### config.mk
export PLATFORM = sky130hd
export DESIGN_NAME = lut8_bank_wr_arbiter
export DESIGN_NICKNAME = d
export VERILOG_FILES = /design/src/rtl/lut8_bank_pkg.sv /design/src/rtl/lut8_bank_wr_arbiter_rr_pick.sv /design/src/rtl/lut8_bank_wr_arbiter.sv
export SDC_FILE = /design/constraint.sdc
export NUM_CORES = 1
export LEC_CHECK = 0
export ABC_AREA = 1
export BUFFER_PORTS_ARGS = -buffer_cell sky130_fd_sc_hd__buf_2
export CAP_MARGIN = 20
export CORE_AREA = 2 2 80 82
export CTS_CLUSTER_SIZE = 40
export DETAILED_ROUTE_END_ITERATION = 8
export DIE_AREA = 0 0 82 84
export PLACE_DENSITY = 0.47
export SYNTH_ARGS = -nofsm -noshare
export SYNTH_HDL_FRONTEND = slang
export SYNTH_SLANG_ARGS = --single-unit
### constraint.sdc
create_clock -name C -period 3.6 [get_ports C]
set_clock_uncertainty 0.1 [all_clocks]
set_input_delay 0.54 -clock C [delete_from_list [all_inputs] [get_ports C]]
set_output_delay 0.54 -clock C [all_outputs]
set_load 0.01 [all_outputs]
### src/rtl/lut8_bank_pkg.sv
// Shared definitions for the gated 8-bit register bank controllers:
// FSM state encoding, pulse counter width and an index-width helper.
package lut8_bank_pkg;

  typedef enum logic [2:0] {
    IDLE  = 3'd0,
    WRITE = 3'd1,
    ACK   = 3'd2,
    SET   = 3'd3,
    CLR   = 3'd4
  } state_t;

  localparam int PULSE_CNT_W = 4;

  // Width of an index into n items; never less than one bit so ports stay legal.
  function automatic int idx_w(input int n);
    return (n <= 2) ? 1 : $clog2(n);
  endfunction

endpackage

### src/rtl/lut8_bank_wr_arbiter_rr_pick.sv
// Combinational round-robin picker: first asserted request at or after ptr,
// wrapping at N_REQ. valid is low when no request is asserted.
module rr_pick
  import lut8_bank_pkg::*;
#(
  parameter int N_REQ = 4
) (
  input  logic [N_REQ-1:0]        req,
  input  logic [idx_w(N_REQ)-1:0] ptr,
  output logic [idx_w(N_REQ)-1:0] grant,
  output logic                    valid
);

  localparam int IW = idx_w(N_REQ);
  localparam int SW = IW + 1;

  logic [SW-1:0] sum;
  logic [IW-1:0] idx;

  // One extra bit on the sum keeps the wrap compare exact for any N_REQ.
  always_comb begin
    grant = '0;
    valid = 1'b0;
    sum   = '0;
    idx   = '0;
    for (int off = 0; off < N_REQ; off++) begin
      sum = {1'b0, ptr} + SW'(off);
      if (sum >= SW'(N_REQ)) begin
        sum = sum - SW'(N_REQ);
      end
      idx = sum[IW-1:0];
      if (!valid && req[idx]) begin
        valid = 1'b1;
        grant = idx;
      end
    end
  end

endmodule

### src/rtl/lut8_bank_wr_arbiter.sv
// Write arbiter and set/clear pulse sequencer for a shared gated register bank.
// Every output is a flop, so the bank sees glitch-free strobes.
module lut8_bank_wr_arbiter
  import lut8_bank_pkg::*;
#(
  parameter int N_REQ     = 4,
  parameter int W         = 8,
  parameter int PULSE_CYC = 2
) (
  input  logic                    C,
  input  logic                    R,
  input  logic [N_REQ-1:0]        req,
  input  logic [N_REQ*W-1:0]      wdata,
  input  logic                    preset_req,
  input  logic                    clear_req,
  output logic [N_REQ-1:0]        ack,
  output logic [W-1:0]            bank_d,
  output logic                    bank_sel,
  output logic                    bank_e,
  output logic                    bank_s,
  output logic                    bank_r,
  output logic                    busy,
  output logic [idx_w(N_REQ)-1:0] last_gnt
);

  localparam int IW = idx_w(N_REQ);
  localparam logic [PULSE_CNT_W-1:0] PULSE_LOAD = PULSE_CNT_W'(PULSE_CYC - 1);

  state_t state_q, state_n;
  logic [IW-1:0]          gnt_q, gnt_n;
  logic [IW-1:0]          ptr_q, ptr_n;
  logic [PULSE_CNT_W-1:0] cnt_q, cnt_n;

  logic [N_REQ-1:0] ack_n;
  logic [W-1:0]     bank_d_n;
  logic             bank_sel_n, bank_e_n, bank_s_n, bank_r_n, busy_n;
  logic [IW-1:0]    last_gnt_n;

  logic [IW-1:0] pick_idx;
  logic          pick_valid;
  logic [W-1:0]  slice [N_REQ];

  for (genvar i = 0; i < N_REQ; i++) begin : g_slice
    assign slice[i] = wdata[i*W +: W];
  end

  rr_pick #(
    .N_REQ(N_REQ)
  ) u_rr_pick (
    .req  (req),
    .ptr  (ptr_q),
    .grant(pick_idx),
    .valid(pick_valid)
  );

  // Next state plus the output values for the cycle after the edge; the
  // strobes are decided here and registered, never decoded from state.
  always_comb begin
    state_n    = state_q;
    gnt_n      = gnt_q;
    ptr_n      = ptr_q;
    cnt_n      = cnt_q;
    ack_n      = '0;
    bank_d_n   = '0;
    bank_sel_n = 1'b0;
    bank_e_n   = 1'b0;
    bank_s_n   = 1'b0;
    bank_r_n   = 1'b0;
    last_gnt_n = last_gnt;

    unique case (state_q)
      IDLE: begin
        if (clear_req) begin
          state_n  = CLR;
          cnt_n    = PULSE_LOAD;
          bank_r_n = 1'b1;
        end else if (preset_req) begin
          state_n  = SET;
          cnt_n    = PULSE_LOAD;
          bank_s_n = 1'b1;
        end else if (pick_valid) begin
          state_n    = WRITE;
          gnt_n      = pick_idx;
          last_gnt_n = pick_idx;
          bank_e_n   = 1'b1;
          bank_sel_n = 1'b1;
          bank_d_n   = slice[pick_idx];
        end
      end
      WRITE: begin
        state_n       = ACK;
        ack_n[gnt_q]  = 1'b1;
      end
      ACK: begin
        state_n = IDLE;
        ptr_n   = (gnt_q == IW'(N_REQ - 1)) ? '0 : gnt_q + 1'b1;
      end
      SET: begin
        if (cnt_q == '0) begin
          state_n = IDLE;
        end else begin
          cnt_n    = cnt_q - 1'b1;
          bank_s_n = 1'b1;
        end
      end
      CLR: begin
        if (cnt_q == '0) begin
          state_n = IDLE;
        end else begin
          cnt_n    = cnt_q - 1'b1;
          bank_r_n = 1'b1;
        end
      end
      default: begin
        state_n = IDLE;
      end
    endcase

    busy_n = (state_n != IDLE);
  end

  // Reset truncates any pulse in flight and drops a pending acknowledge.
  always_ff @(posedge C or posedge R) begin
    if (R) begin
      state_q  <= IDLE;
      gnt_q    <= '0;
      ptr_q    <= '0;
      cnt_q    <= '0;
      ack      <= '0;
      bank_d   <= '0;
      bank_sel <= 1'b0;
      bank_e   <= 1'b0;
      bank_s   <= 1'b0;
      bank_r   <= 1'b0;
      busy     <= 1'b0;
      last_gnt <= '0;
    end else begin
      state_q  <= state_n;
      gnt_q    <= gnt_n;
      ptr_q    <= ptr_n;
      cnt_q    <= cnt_n;
      ack      <= ack_n;
      bank_d   <= bank_d_n;
      bank_sel <= bank_sel_n;
      bank_e   <= bank_e_n;
      bank_s   <= bank_s_n;
      bank_r   <= bank_r_n;
      busy     <= busy_n;
      last_gnt <= last_gnt_n;
    end
  end

endmodule

Word level (Yosys, flattened, before mapping):

Index checks and enable logic that the tools add are counted.

* output and inout bits: 19
* bits of input ports: 40
* logic and storage cells: 104
* register bits after elaboration: 27

* magnitude comparators: 11
* add/sub/neg operators: 9
* bitwise operators: 3
* muxes and demuxes: 50
* reductions and logical operators: 14
* eq/ne operators: 7

Operator list (count)
* $mux 8: 6
* $mux 2: 9
* $mux 1: 17
* $bmux 8 s2: 1
* $mux 4: 4
* $lt 2x3->1 const B: 5
* $ge 3x3->1 const B: 4
* $mux 3: 4
* $pmux 3 s3: 1
* $bmux 1 s2: 4
* $pmux 4 s2: 1
* $sub 2x1->2 const B: 4
* $add 2x2->3 const B: 2
* $eq 3x2->1 const B: 2
* $logic_and 1x1->1: 4
* $logic_not 4->1: 1
* $pmux 1 s2: 2
* $reduce_and 4->1: 1
* $sub 4x1->4 const B: 1
* $add 2x1->3 const B: 1
* $eq 3x1->1 const B: 1
* $eq 3x3->1 const B: 1
* $ge 2x3->1 const B: 1
* $logic_not 1->1: 3
* 13 further kinds: 14

Logic depth before layout (Yosys ltp):

* depth after elaboration: 22
* gate-level depth with buffers: 15
* depth with buffers taken out: 14

Modules after synthesis:

A second synthesis with hierarchy kept.

* cell total of the unflattened synthesis: 248
* area, all modules: 1806.7 µm²

Modules (own cells, without submodules)
* lut8_bank_wr_arbiter: sequential area each 675.6 µm², area an instance 1487.7 µm², cells an instance 189, instances 1
* rr_pick: sequential area each 0.0 µm², area an instance 319.1 µm², cells an instance 59, instances 1

Least setup slack after synthesis:

OpenSTA, ideal clock, no wires.

* kind: in2reg
* from: in req[1]
* to: reg bank_d[5]
* data arrival time: 1.618 ns
* slack: 1.764 ns
* setup time: 0.117 ns
* path buffers: 0
* stages: 11
* cell sequence: inv_1 > nand2_1 > nand3_1 > nand2_2 > nor2_8 > nand3_4 > nand3_4 > inv_4 > or2_0 > nand3_1 > nand2_1

* longest elaborated chain between the ends: 20
* elaborated cells on any way between the ends: 30

RTL lines
* start: declaration: line lut8_bank_wr_arbiter.sv:12 `input logic [N_REQ-1:0] req,`
* $bmux 1 s2: line lut8_bank_wr_arbiter_rr_pick.sv:32 `if (!valid && req[idx]) begin`
* $mux 1 (implied by the code): line lut8_bank_wr_arbiter_rr_pick.sv:32
* $mux 1: line lut8_bank_wr_arbiter_rr_pick.sv:32
* $logic_not 1->1: line lut8_bank_wr_arbiter_rr_pick.sv:32
* $logic_and 1x1->1: line lut8_bank_wr_arbiter_rr_pick.sv:32
* $mux 1: line lut8_bank_wr_arbiter_rr_pick.sv:32
* $logic_not 1->1: line lut8_bank_wr_arbiter_rr_pick.sv:32
* $logic_and 1x1->1: line lut8_bank_wr_arbiter_rr_pick.sv:32
* (+4 left out)
* $not 2->3 (implied by the code): line lut8_bank_wr_arbiter.sv:87 `bank_d_n = slice[pick_idx];`
* $bmux 8 s2: line lut8_bank_wr_arbiter.sv:87
* $mux 8 (implied by the code) (2 in series): line lut8_bank_wr_arbiter.sv:87
* $mux 8 *: line lut8_bank_wr_arbiter.sv:81 `end else if (pick_valid) begin`
* $mux 8 *: line lut8_bank_wr_arbiter.sv:77 `end else if (preset_req) begin`
* $mux 8 *: line lut8_bank_wr_arbiter.sv:73 `if (clear_req) begin`
* $mux 8 *: line lut8_bank_wr_arbiter.sv:71 `unique case (state_q)`
* net bank_d_n[5]: line lut8_bank_wr_arbiter.sv:35 `logic [W-1:0] bank_d_n;`
* end signal: assignment: line lut8_bank_wr_arbiter.sv:143 `bank_d <= bank_d_n;`
* end: declaration: line lut8_bank_wr_arbiter.sv:17 `output logic [W-1:0] bank_d,`

The timed path passes the listed nets; every way through them passes the cells marked *. The select of a mux whose other input is x is not followed.
A chain may end at the register's enable or synchronous reset.

Final worst setup path:

* from: reg ptr_q[0]
* to: reg bank_d[5]

* longest elaborated chain between the ends: 22
* elaborated cells on any way between the ends: 45

RTL lines
* start: declaration: line lut8_bank_wr_arbiter.sv:31 `logic [IW-1:0] ptr_q, ptr_n;`
* start signal: assignment: line lut8_bank_wr_arbiter.sv:140 `ptr_q <= ptr_n;`
* branches (longest 18 deep; another with $add 2x1->3)
* $mux 8 *: line lut8_bank_wr_arbiter.sv:81
* $mux 8 *: line lut8_bank_wr_arbiter.sv:77
* $mux 8 *: line lut8_bank_wr_arbiter.sv:73
* $mux 8 *: line lut8_bank_wr_arbiter.sv:71
* net bank_d_n[5]: line lut8_bank_wr_arbiter.sv:35

Mark *: on every way through the listed nets, which the timed path passes. The select of a mux whose other input is x is not followed.

==> results.md <==
- Critical-path cell list: inv_6, nand2_1, nand2_2, nand2_2, nand2_4, nor2_8, nand3_4, nand3_4, inv_4, or2_0, nand3_1, nand2_1
- Largest cells by area after synthesis: dfrtp_1, nand2_1, inv_1
- Post-Syn Instances: 248
- Fin util: 35.90%
- # DRC: 0
- Slowest-stage cell, CP: dfrtp_1
- Worst-path fanout max: 18
- Proportion of layout cells with a drive suffix above 1: 26.95%
- Met1 Routed Length: 1.951 mm
- Sequential fraction of the synthesis area: 38.43%
- Pwr per Cell Area: 831.7 nW/um^2
- Cts bufs inserted: 3
- Die span in x: 82 um
- Sink Count: 27
- Worst reg2reg setup slack: 1.42 ns
- FFs w/ async S/R, synth: 100.0%
- Worst path required time: 3.67 ns
- DR WL/cell: 10.26 um
- Rel. slew slack: 62.34%
- Post-Syn Nets: 294
- Total grt overflow: 0
- First-pass GRT wire length: 6.665 mm
- DR top layer: met4
- F_max: 458.2 MHz
- Most common cell in the netlist: nand2_1
- Startpoint types: flip-flop
- Routed length on met3: 157 um
- Core Region: 6096 sq um
- Starting density of the core: 28.84%
- Max incr delay on CP: 0.62 ns
- Critical Path Source: ptr_q[0]
- Full die area: 6888 sq um
- Metal2 WL: 1.804 mm
- # rows: 29
- Pin count of the biggest net entering global routing: 28
- # fillers: 672
- Post-CTS Setup Bufs: 0
- EDFF count, synth: 0
- Clock buffer depth: 2
- Dominant cell type by area after synthesis: dfrtp_1
- Top_reg_cell synth: dfrtp_1
- # hold bufs at CTS: 0
- Yosys cell types: 27
- Max-Cap Viols: 0
- Syn Area/Cell: 7.088 sq um
- DR pass1 iterations: 4
- Worst-Skew Late Latency: 0.27 ns
- Worst r2r path cells: 12
- Post-synth top area share: 38.43%
- Pin slew with the least headroom to its limit: 0.5643 ns
- Dpl hpwl: 3.186 mm
- Static leakage: 1.323 nW
- Vias in the first global route: 1504
- RR Startpoint: ptr_q[0]
- Worst vdd ir: 0.0003159 V
- Final setup violation count: 0
- RR Endpoint: bank_d[5]
- # IOs: 59
- Total Wirelength: 3.949 mm
- Data arrival, critical path: 2.25 ns
- Yosys reg bits: 27
- DR vias: 1632
- Via/cell ratio: 4.239
- Antenna diodes: 0
- Reg area: 675.6 sq um
- Status: finished, final reports clean
- Antenna Nets Post-Route: 0
- Total GRT Usage: 11.96%
- Initial antenna violation count: 0
- Number of max-slew violations in the final report: 0
- Hold Path Class: primary input to asynchronous set/reset pin
- Setup TNS Final: 0 ns
- Root buf cell: clkbuf_8
- Final period util: 60.63%
- Chip Height: 84 um
- Area grow syn2layout: 24.48%
- Most frequent cells after synthesis: nand2_1, inv_1, dfrtp_1
- Port Buffer Count: 58
- Net count reported at finish: 355
- Ys Warns: 0
- Area of the multi-input gates: 879.6 sq um
- Post-CTS Resized: 0
- Iteration-0 DRC Markers: 55
- Clock transition at path regs: 0.09 ns
- GP Congestion: 0.8221
- WS Path Type: flip-flop to flip-flop
- Final hold vios: 0
- CTS tree: done
- RSZ-0062 raised after global routing: no
- H-tree lvl count: 1
- Cell area after synthesis: 1758 sq um
- Critical Path End Type: flip-flop
- Min cycle time layout: 2.183 ns
-- metrics by stage --
| step | total power [W] | area, sq um | cells | hold WS, ns | setup WS [ns] |
|---|---|---|---|---|---|
| 6_report | 0.001820 | 2188 | 385 | 0.2026 | 1.418 |
| 4_1_cts | 0.001844 | 2161 | 384 | 0.4095 | 1.382 |
| 5_1_grt | 0.002040 | 2188 | 385 | 0.2452 | 1.221 |
| 3_3_place_gp | 0.001672 | 2115 | 380 | 0.4470 | 1.389 |
| 2_1_floorplan | 0.001424 | 1758 | 248 | 0.4238 | 1.764 |
| 3_5_place_dp | 0.001669 | 2115 | 380 | 0.4650 | 1.378 |
-- kinds of logic (layout without fill, tap and decap cells) --
logic type / Yosys count / count (layout) / synth area share [%]
flops: 27 / 27 / 38.43
simple gates: 149 / 149 / 40.00
compound gates: 18 / 18 / 5.266
buf+inv: 47 / 107 / 11.53
fa+ha+maj: 6 / 6 / 4.270
xor+xnor: 1 / 1 / 0.4983
-- registers in the layout (all words and copies together) (netlist names), 2 cells and up --
| register | flops |
|---|---|
| ptr_q | 2 |
| state_q | 3 |
| ack | 4 |
| gnt_q | 2 |
| cnt_q | 4 |
| bank_d | 8 |
-- cell usage in the layout (no fill, tap or decap), drive strengths merged, types with 3 or more instances in the layout --
master	count
a21oi	5
buf	59
clkbuf	3
dfrtp	27
ha	6
inv	44
nand2	98
nand3	25
nand4	7
nor2	13
nor3	3
o21ai	12
-- worst max path at each step --
stage          slack [ns]  cells past startpoint   endpoint
3_5_place_dp         1.38                     12  bank_d[5]
4_1_cts              1.38                     12  bank_d[5]
2_1_floorplan        1.76                     11  bank_d[5]
3_3_place_gp         1.39                     12  bank_d[5]
5_1_grt              1.22                     10  bank_d[5]
6_report             1.42                     12  bank_d[5]
-- worst max-delay path: cells and delay by family (launching register included) --
family	cells	cell delay, ns
buffers and inverters	2	0.19
DFF	1	0.62
and+or+nand+nor	10	1.17
-- where the power goes --
| part | switching (W) | internal (W) | total (W) |
|---|---|---|---|
| combinational | 0.000772 | 0.000386 | 0.00116 |
| clock | 0.0000942 | 0.0000775 | 0.000172 |
| sequential | 0.0000834 | 0.000407 | 0.000490 |
| total | 0.000950 | 0.000870 | 0.00182 |
-- routing by layer --
metal,vias up,GRT usage (%)
met5,-,0
met2,36,19.29
li1,888,-
met1,704,16.77
met3,4,1.299
met4,0,3.182
-- cell type report --
| type | instances | area share [%] |
|---|---|---|
| tap | 77 | 4.403 |
| clock inverter | 1 | 0.2287 |
| sequential | 27 | 30.87 |
| timing repair buffer | 59 | 14.52 |
| multi-input combinational | 174 | 40.19 |
| inverter | 44 | 7.890 |
| clock buffer | 3 | 1.887 |
(Power assumes the default switching activity.)
